## config.mk

```make
export PLATFORM = sky130hd
export DESIGN_NAME = rx_downsampler_slicer
export DESIGN_NICKNAME = d
export VERILOG_FILES = /design/src/rtl/rx_ber_checker_pkg.sv /design/src/rtl/rx_downsampler_slicer.sv
export SDC_FILE = /design/constraint.sdc
export NUM_CORES = 1
export LEC_CHECK = 0
export BUFFER_PORTS_ARGS = -buffer_cell sky130_fd_sc_hd__buf_4
export CAP_MARGIN = 20
export CORE_AREA = 2 2 39 41
export CTS_CLUSTER_SIZE = 20
export DETAILED_ROUTE_END_ITERATION = 16
export DIE_AREA = 0 0 41 43
export GPL_TIMING_DRIVEN = 0
export PLACE_DENSITY_LB_ADDON = 0.2
export REMOVE_ABC_BUFFERS = 1
export SLEW_MARGIN = 10
export SYNTH_ARGS = -nofsm -noshare
export SYNTH_HDL_FRONTEND = slang
export SYNTH_SLANG_ARGS = --single-unit
```

## constraint.sdc

```tcl
create_clock -name clk -period 1.9 [get_ports clk]
set_input_delay 0.38 -clock clk [delete_from_list [all_inputs] [get_ports clk]]
set_output_delay 0.38 -clock clk [all_outputs]
set_load 0.005 [all_outputs]
```

## src/rtl/rx_ber_checker_pkg.sv

```systemverilog
// Shared types and width helpers for the receive-side BER checker.
// Default sizes match the production configuration.
package rx_ber_checker_pkg;

    typedef enum logic {
        SEARCH = 1'b0,
        LOCK   = 1'b1
    } ber_state_e;

    localparam int NBT_DEF   = 8;
    localparam int OS_DEF    = 4;
    localparam int DEPTH_DEF = 511;
    localparam int WIN_DEF   = 511;
    localparam int NBC_DEF   = 64;

    function automatic int ph_w(input int os);
        return $clog2(os);
    endfunction

    function automatic int dly_w(input int depth);
        return $clog2(depth);
    endfunction

    function automatic int win_w(input int win);
        return $clog2(win + 1);
    endfunction

endpackage

```

## src/rtl/rx_downsampler_slicer.sv

```systemverilog
// Picks one sample per symbol at a programmable phase and slices its sign.
// The selected phase is sampled at the symbol strobe so a change never splits a symbol.
module rx_downsampler_slicer
    import rx_ber_checker_pkg::*;
#(
    parameter int NBT_IN = NBT_DEF,
    parameter int OS     = OS_DEF
) (
    input  logic                     clk,
    input  logic                     i_reset,
    input  logic signed [NBT_IN-1:0] i_os_data,
    input  logic                     i_sym_strobe,
    input  logic [$clog2(OS)-1:0]    i_phase_sel,
    output logic                     o_rx_bit,
    output logic                     o_rx_valid
);

    localparam int PH_W = ph_w(OS);
    localparam logic [PH_W-1:0] PH_LAST = PH_W'(OS - 1);

    logic [PH_W-1:0] ph_q;
    logic [PH_W-1:0] ph_d;
    logic [PH_W-1:0] sel_q;
    logic [PH_W-1:0] sel_d;
    logic [PH_W-1:0] cur_ph;
    logic            bit_q;
    logic            bit_d;
    logic            vld_q;
    logic            vld_d;

    // The strobe cycle is phase 0 regardless of where the free count sits.
    always_comb begin
        cur_ph = ph_q;
        sel_d  = sel_q;
        if (i_sym_strobe) begin
            cur_ph = '0;
            sel_d  = i_phase_sel;
        end
        ph_d  = (cur_ph == PH_LAST) ? '0 : cur_ph + 1'b1;
        vld_d = (cur_ph == sel_d);
        bit_d = bit_q;
        if (vld_d) begin
            bit_d = (i_os_data < 0);
        end
    end

    always_ff @(posedge clk or posedge i_reset) begin
        if (i_reset) begin
            ph_q  <= '0;
            sel_q <= '0;
            bit_q <= 1'b0;
            vld_q <= 1'b0;
        end else begin
            ph_q  <= ph_d;
            sel_q <= sel_d;
            bit_q <= bit_d;
            vld_q <= vld_d;
        end
    end

    assign o_rx_bit   = bit_q;
    assign o_rx_valid = vld_q;

endmodule

```

==> results of run 1 <==
==> cells in the final DEF (no fill, tap or decap) <==
| master | count |
|---|---|
| mux2_4 | 1 |
| clkbuf_4 | 3 |
| mux2_2 | 2 |
| o31ai_2 | 1 |
| nand2b_1 | 1 |
| dfrtp_1 | 6 |
| nor2_1 | 1 |
| xnor2_1 | 1 |
| xor2_1 | 1 |
| buf_4 | 7 |
| inv_1 | 1 |
| or3b_1 | 1 |
| xor2_2 | 1 |
==> kinds of logic (layout without fill, tap and decap cells) <==
kind of cell    after synthesis  count (layout)
simple gates                  3               3
mux                           3               3
flops                         6               6
xor+xnor                      3               3
buf+inv                       1              11
compound gates                1               1
==> registers in the layout (all words and copies together) (netlist names) <==
register	flops
o_rx_bit	1
o_rx_valid	1
ph_q	2
sel_q	2
==> critical path, stage by stage, from the launching register on <==
cell,delay (ns)
dfrtp_1,0.41
xor2_1,0.18
o31ai_2,0.28
mux2_4,0.32
==> power by group through the flow <==
stage          Clock [mW]  Sequential (mW)  Combinational (mW)
2_1_floorplan           0            0.160              0.0340
6_report            0.118            0.159              0.0613
3_5_place_dp            0            0.161              0.0623
5_1_grt             0.133            0.161              0.0686
4_1_cts             0.124            0.159              0.0625
3_3_place_gp            0            0.160              0.0620
==> layout make-up <==
class,instances,area share
Multi-Input combinational cell,10,0.292
Sequential cell,6,0.427
Timing Repair Buffer,7,0.149
Clock buffer,3,0.0641
Inverter,1,0.0107
Tap cell,16,0.0569
==> how the worst max path moves through the flow <==
stage / from / to
final: ph_q[0]$_DFF_PP0_ / o_rx_bit$_DFFE_PP0N_
after global routing: ph_q[0]$_DFF_PP0_ / o_rx_bit$_DFFE_PP0N_
after CTS: ph_q[0]$_DFF_PP0_ / o_rx_bit$_DFFE_PP0N_
after detailed placement: i_phase_sel[1] / o_rx_bit$_DFFE_PP0N_
after global placement: i_phase_sel[1] / o_rx_bit$_DFFE_PP0N_
after floorplan: i_phase_sel[1] / o_rx_bit$_DFFE_PP0N_
==> per-stage QoR <==
| stage | worst slack [ns] | util | cells |
|---|---|---|---|
| finish | 0.591 | 0.254 | 43 |
| global route | 0.542 | 0.254 | 43 |
| CTS | 0.589 | 0.254 | 43 |
| detailed placement | 0.480 | 0.238 | 40 |
| global placement | 0.484 | 0.238 | 40 |
| floorplan | 0.622 | - | 17 |
==> metal layers <==
| metal | share of wire | global-route usage | vias up |
|---|---|---|---|
| li1 | - | - | 77 |
| met1 | 0.42 | 0.0629 | 79 |
| met2 | 0.46 | 0.0781 | 6 |
| met3 | 0.12 | 0.0524 | 0 |
| met4 | 0 | 0.0800 | 0 |
| met5 | 0 | 0 | - |
==> metrics.md, run 1 <==
| Metric | Value |
|---|---|
| Outcome | `finished clean` |
| Sum Neg Setup Slack | `0 ns` |
| Post-synth EDFFs | `0` |
| Via count | `approximately 160` |
| Total grt overflow | `0` |
| Max Freq | `764 MHz` |
| Comb power frac | `0.182` |
| Synth warn | `0` |
| Sink Count | `6` |
| Synth cell types | `11` |
| Maxcap violations | `0` |
| Drt first pass iters | `2` |
| Layout cells sized above 1 | `0.556` |
| Iter 0 DRT Violations | `2` |
| Finished Cell Area | `around 350 sq um` |
| Final cycle utilization of the critical path | `0.689` |
| Post-synth top cells | `dfrtp_1, mux2_2` |
| Synthesized instance count | `17` |
| Relative slew slack | `0.823` |
| Antenna Cells | `0` |
| Antenna violations before repair | `0` |
| Post-Synth Adder-Cell Area | `0` |
| Clock slew at reported path FFs | `0.05 ns` |
| Depth of the most critical reg-to-reg path | `3` |
| Top post-synthesis cells by area | `dfrtp_1, mux2_2, xor2_2` |
| CTS root buffer | `clkbuf_4` |
| DRC errors left | `0` |
| Leading area contributor after synthesis | `dfrtp_1` |
| Mux cell area share after synthesis | `0.146` |
| Compound-cell area share of the yosys netlist | `0.0488` |
| CP Capture Type | `register` |
| Req. time, crit path | `2.03 ns` |
| Seq. cell area | `around 150 sq um` |
| Worst hold slack | `between 0.05 and 0.06 ns` |
| Final ANT Viol Nets | `0` |
| Internal power | `approximately 260 uW` |
| Crit start category | `register` |
| Area after DPL | `329 sq um` |
| DR vias/cell | `3.77` |
| Largest net degree at the start of global routing | `7` |
| CTS tree | `built` |
| Post-CTS Resized | `0` |
| Setup Viol. Count Final | `0` |
| CP max FO | `3` |
| Global-route wire length before repair | `slightly below 700 microns` |
| Max Clock Skew | `0.000123 ns` |
| Placed wire-length estimate | `328 microns` |
| Critical Path AT | `1.43 ns` |
| Avg WL per Cell | `9.28 microns` |
| Final wirelength | `399 microns` |
| Least-Margin Pin Slew | `0.264 ns` |
| RSZ-0062 raised after global routing | `false` |
| CTS hold repair buffers | `0` |
| Hold crit path type | `in -> async` |
| IO Pins | `15` |
| Worst skew pair latency | `0.24 ns` |
| Post-synth top area share | `0.585` |
| Post-layout min period | `1.31 ns` |
| Total CTS buffers | `3` |
| Vias in the first global route | `approximately 170` |
| Largest family of logic cells by synthesized area | `multiplexers` |
| Pleak | `0.163 nW` |
| WS Path Type | `reg -> reg` |
| Final GP Congestion | `roughly 0.67` |
| Hold Fails Final Rpt | `0` |
| Post-Synth Simple-Gate Area | `0.0732` |
| Max H-tree Level | `1` |
| FF-to-FF setup slack | `0.59 ns` |
| Pwr Density | `between 900 and 1000 nW/um^2` |
| Chip width | `41 microns` |
| #FFs+latches synth | `6` |
| Deepest clock path buffer count | `2` |
| Initial core utilization | `0.185` |
| Die area | `approximately 1800 sq um` |
| # nets final | `42` |
| R2r startpoint | `ph_q[0]$_DFF_PP0_` |
| RR Endpoint | `o_rx_bit$_DFFE_PP0N_` |
| Postcts setup bufs | `0` |
| NetSw | `79.1 uW` |
| Average size of a mapped cell | `15.1 sq um` |
| Seq/Total Area, Yosys | `0.585` |
| Clock share of power | `0.349` |
| Top FF cell, synth | `dfrtp_1` |
| Syn Std Cell Area | `256 sq um` |
| Post-synthesis xor/xnor area fraction | `0.132` |
| GRT Util Overall | `0.0669` |
| Post-synth ARST share | `1.00` |
| Row Count | `14` |
| Switching part of the total power | `0.234` |
| Filler cell count | `150` |
| Most frequent cell after synthesis | `dfrtp_1` |
| Die height | `43 microns` |
| IO Port Bufs | `7` |
| Peak supply drop | `roughly 320 uV` |
| Core Region | `1380 sq um` |
| Area delta synth->final | `37.1%` |
| Multi-input logic area | `103 sq um` |
| Pins Over Slew Limit | `0` |
| Reg power frac | `0.470` |
| Post-layout power | `338 uW` |
(Power assumes the default switching activity.)
==> inputs of run 2 (changes only) <==
Clock period 1.9 ns to 1.15 ns, I/O delays scaled along.
==> run 2 against run 1 <==
  * The flow now finishes with violations (negative setup slack)
  * Sequential share of layout area shrank 1.2 points
  * Largest cell class unchanged
  * Count of clock-buffer cells in the layout is the same
  * Via count grew 2.5%
  * Highest routed layer unchanged
  * Maximum frequency grew 0.68%
==> metrics.md, run 2 (same netlist as run 1, synthesis figures left out) <==
| Metric | Value |
|---|---|
| Core Region | `1380 sq um (unchanged)` |
| Total grt overflow | `0 (unchanged)` |
| Post-CTS Resized | `0 (unchanged)` |
| DR vias/cell | `3.77 (+0.14%)` |
| Die area | `1760 sq um (unchanged)` |
| Pleak | `0.167 nW (+2.6%)` |
| IO Port Bufs | `7 (unchanged)` |
| Worst skew pair latency | `0.24 ns (about the same)` |
| DRC errors left | `0 (unchanged)` |
| GRT Util Overall | `0.0669 (unchanged)` |
| Final wirelength | `407 microns (+2.0%)` |
| Max H-tree Level | `1 (unchanged)` |
| CP max FO | `2 (-1)` |
| Die height | `43 microns (unchanged)` |
| Final cycle utilization of the critical path | `1.13 (+0.442)` |
| Filler cell count | `149 (-0.67%)` |
| Antenna Cells | `0 (unchanged)` |
| Layout cells sized above 1 | `0.536 (-0.0198)` |
| Outcome | `finished, violations left` |
| Avg WL per Cell | `9.25 microns (-0.31%)` |
| Max Clock Skew | `0.0000555 ns (-0.0000675 ns)` |
| Placed wire-length estimate | `328 microns (unchanged)` |
| Drt first pass iters | `2 (unchanged)` |
| Hold crit path type | `in -> reg` |
| Pins Over Slew Limit | `0 (unchanged)` |
| Slowest-stage cell, CP | `dfrtp_1` |
| # nets final | `43 (+2.4%)` |
| Maxcap violations | `0 (unchanged)` |
| Final GP Congestion | `0.666 (unchanged)` |
| Final ANT Viol Nets | `0 (unchanged)` |
| Area delta synth->final | `41.0%` |
| Post-layout min period | `1.30 ns (-0.00880 ns)` |
| Iter 0 DRT Violations | `2 (unchanged)` |
| Row Count | `14 (unchanged)` |
| Initial core utilization | `0.185 (unchanged)` |
| Chip width | `41 microns (unchanged)` |
| Req. time, crit path | `1.27 ns (-0.76 ns)` |
| Final worst slack | `-0.150 ns (-0.741 ns)` |
| Vias in the first global route | `169 (unchanged)` |
| Non-Filler Instances | `44 (+2.3%)` |
| RSZ-0062 raised after global routing | `true` |
| Clock slew at reported path FFs | `0.05 ns (about the same)` |
| Sink Count | `6 (unchanged)` |
| Crit-path cells | `xor2_2 -> o31ai_2 -> mux2_4` |
| Postcts setup bufs | `0 (unchanged)` |
| Total CTS buffers | `3 (unchanged)` |
| Biggest regs | `ph_q (2), sel_q (2)` |
| Relative slew slack | `0.823 (about the same)` |
| Antenna violations before repair | `0 (unchanged)` |
| Max Freq | `769 MHz (+0.68%)` |
| CTS root buffer | `clkbuf_4` |
| Deepest clock path buffer count | `2 (unchanged)` |
| Setup Viol. Count Final | `1 (+1)` |
| Global-route wire length before repair | `676 microns (unchanged)` |
| IO Pins | `15 (unchanged)` |
| Most common cell after layout, fill and taps aside | `buf_4` |
| Hold Fails Final Rpt | `0 (unchanged)` |
| Inst Count DP | `40 (unchanged)` |
| Peak supply drop | `535 uV (+65%)` |
| Failing checks | `negative setup slack` |
| CP Capture Type | `register` |
| CTS tree | `built` |
| Crit start category | `register` |
| Most frequent cells in the layout | `buf_4, dfrtp_1, clkbuf_4, mux2_2` |
| Least-Margin Pin Slew | `0.264 ns (+0.000108 ns)` |
| Largest net degree at the start of global routing | `7 (unchanged)` |
| Critical Path AT | `1.42 ns (about the same)` |
| Via count | `166 (+2.5%)` |
| Pwr Density | `1550 nW/um^2 (+61%)` |
| WS Path Type | `reg -> reg` |
| Fin util | `0.261 (+0.00723)` |
| Critical Path Max Stage Delay | `0.40 ns (about the same)` |
[run 2: changes by cell type in the layout (fill, tap and decap cells not counted), sizes merged]
cell | before | now
dlygate4sd3 | 0 | 1
[run 2: final cells by class]
class | count | area (sq um) | share of cell area
Sequential cell | 6 | 150 | 0.415
Tap cell | 16 | 20.0 | 0.0554
Clock buffer | 3 | 22.5 | 0.0623
Multi-Input combinational cell | 10 | 103 | 0.284
Inverter | 1 | 3.75 | 0.0104
Timing Repair Buffer | 8 | 62.6 | 0.173
[run 2: path summary, 6_finish.rpt]
path                                     from                    to  slack [ns]  cells after the start
setup / recovery           sel_q[1]$_DFF_PP0_  o_rx_bit$_DFFE_PP0N_       -0.15                      3
hold / removal                   i_sym_strobe     ph_q[1]$_DFF_PP0_        0.19                      2
setup reg to reg           sel_q[1]$_DFF_PP0_  o_rx_bit$_DFFE_PP0N_       -0.15                      3
hold reg to reg             ph_q[0]$_DFF_PP0_     ph_q[0]$_DFF_PP0_        0.50                      1
max in group asynchronous             i_reset     ph_q[1]$_DFF_PP0_        0.50                      3
min in group asynchronous             i_reset  o_rx_bit$_DFFE_PP0N_        0.46                      3
[run 2: through the flow]
stage	hold slack (ns)	setup WS (ns)	power, mW	area, sq um	setup TNS [ns]
finish	0.192	-0.150	0.561	362	-0.150
global route	0.192	-0.192	0.602	362	-0.192
CTS	0.184	-0.155	0.575	362	-0.155
detailed placement	0.171	-0.162	0.370	329	-0.162
global placement	0.166	-0.158	0.367	329	-0.158
floorplan	0.0210	-0.108	0.321	256	-0.108
[run 2: repair_timing]
action | CTS | global route
hold buffers | 1 | 0
hold endpoints to repair | 6 | 0
pin swaps | 1 | 0
endpoints found under the setup margin | 1 | 1
[run 2: report_power, final]
group / internal [mW] / leakage [nW] / switching (mW)
registers: 0.241 / 0.0715 / 0.0209
logic: 0.0705 / 0.0815 / 0.0337
clock network: 0.118 / 0.0138 / 0.0765
[run 2: critical path: cells and delay by family, from the launching register on]
kind           cells  cell delay, ns
flip-flops         1            0.40
AO/OA/AOI/OAI      1            0.28
multiplexers       1            0.32
XOR/XNOR           1            0.18
[run 2: per-layer routing]
metal / vias to the layer above / GRT usage / share of wire
met5: - / 0 / 0
met2: 6 / 0.0781 / 0.45
li1: 79 / - / -
met4: 0 / 0.0800 / 0
met1: 81 / 0.0629 / 0.43
met3: 0 / 0.0524 / 0.12
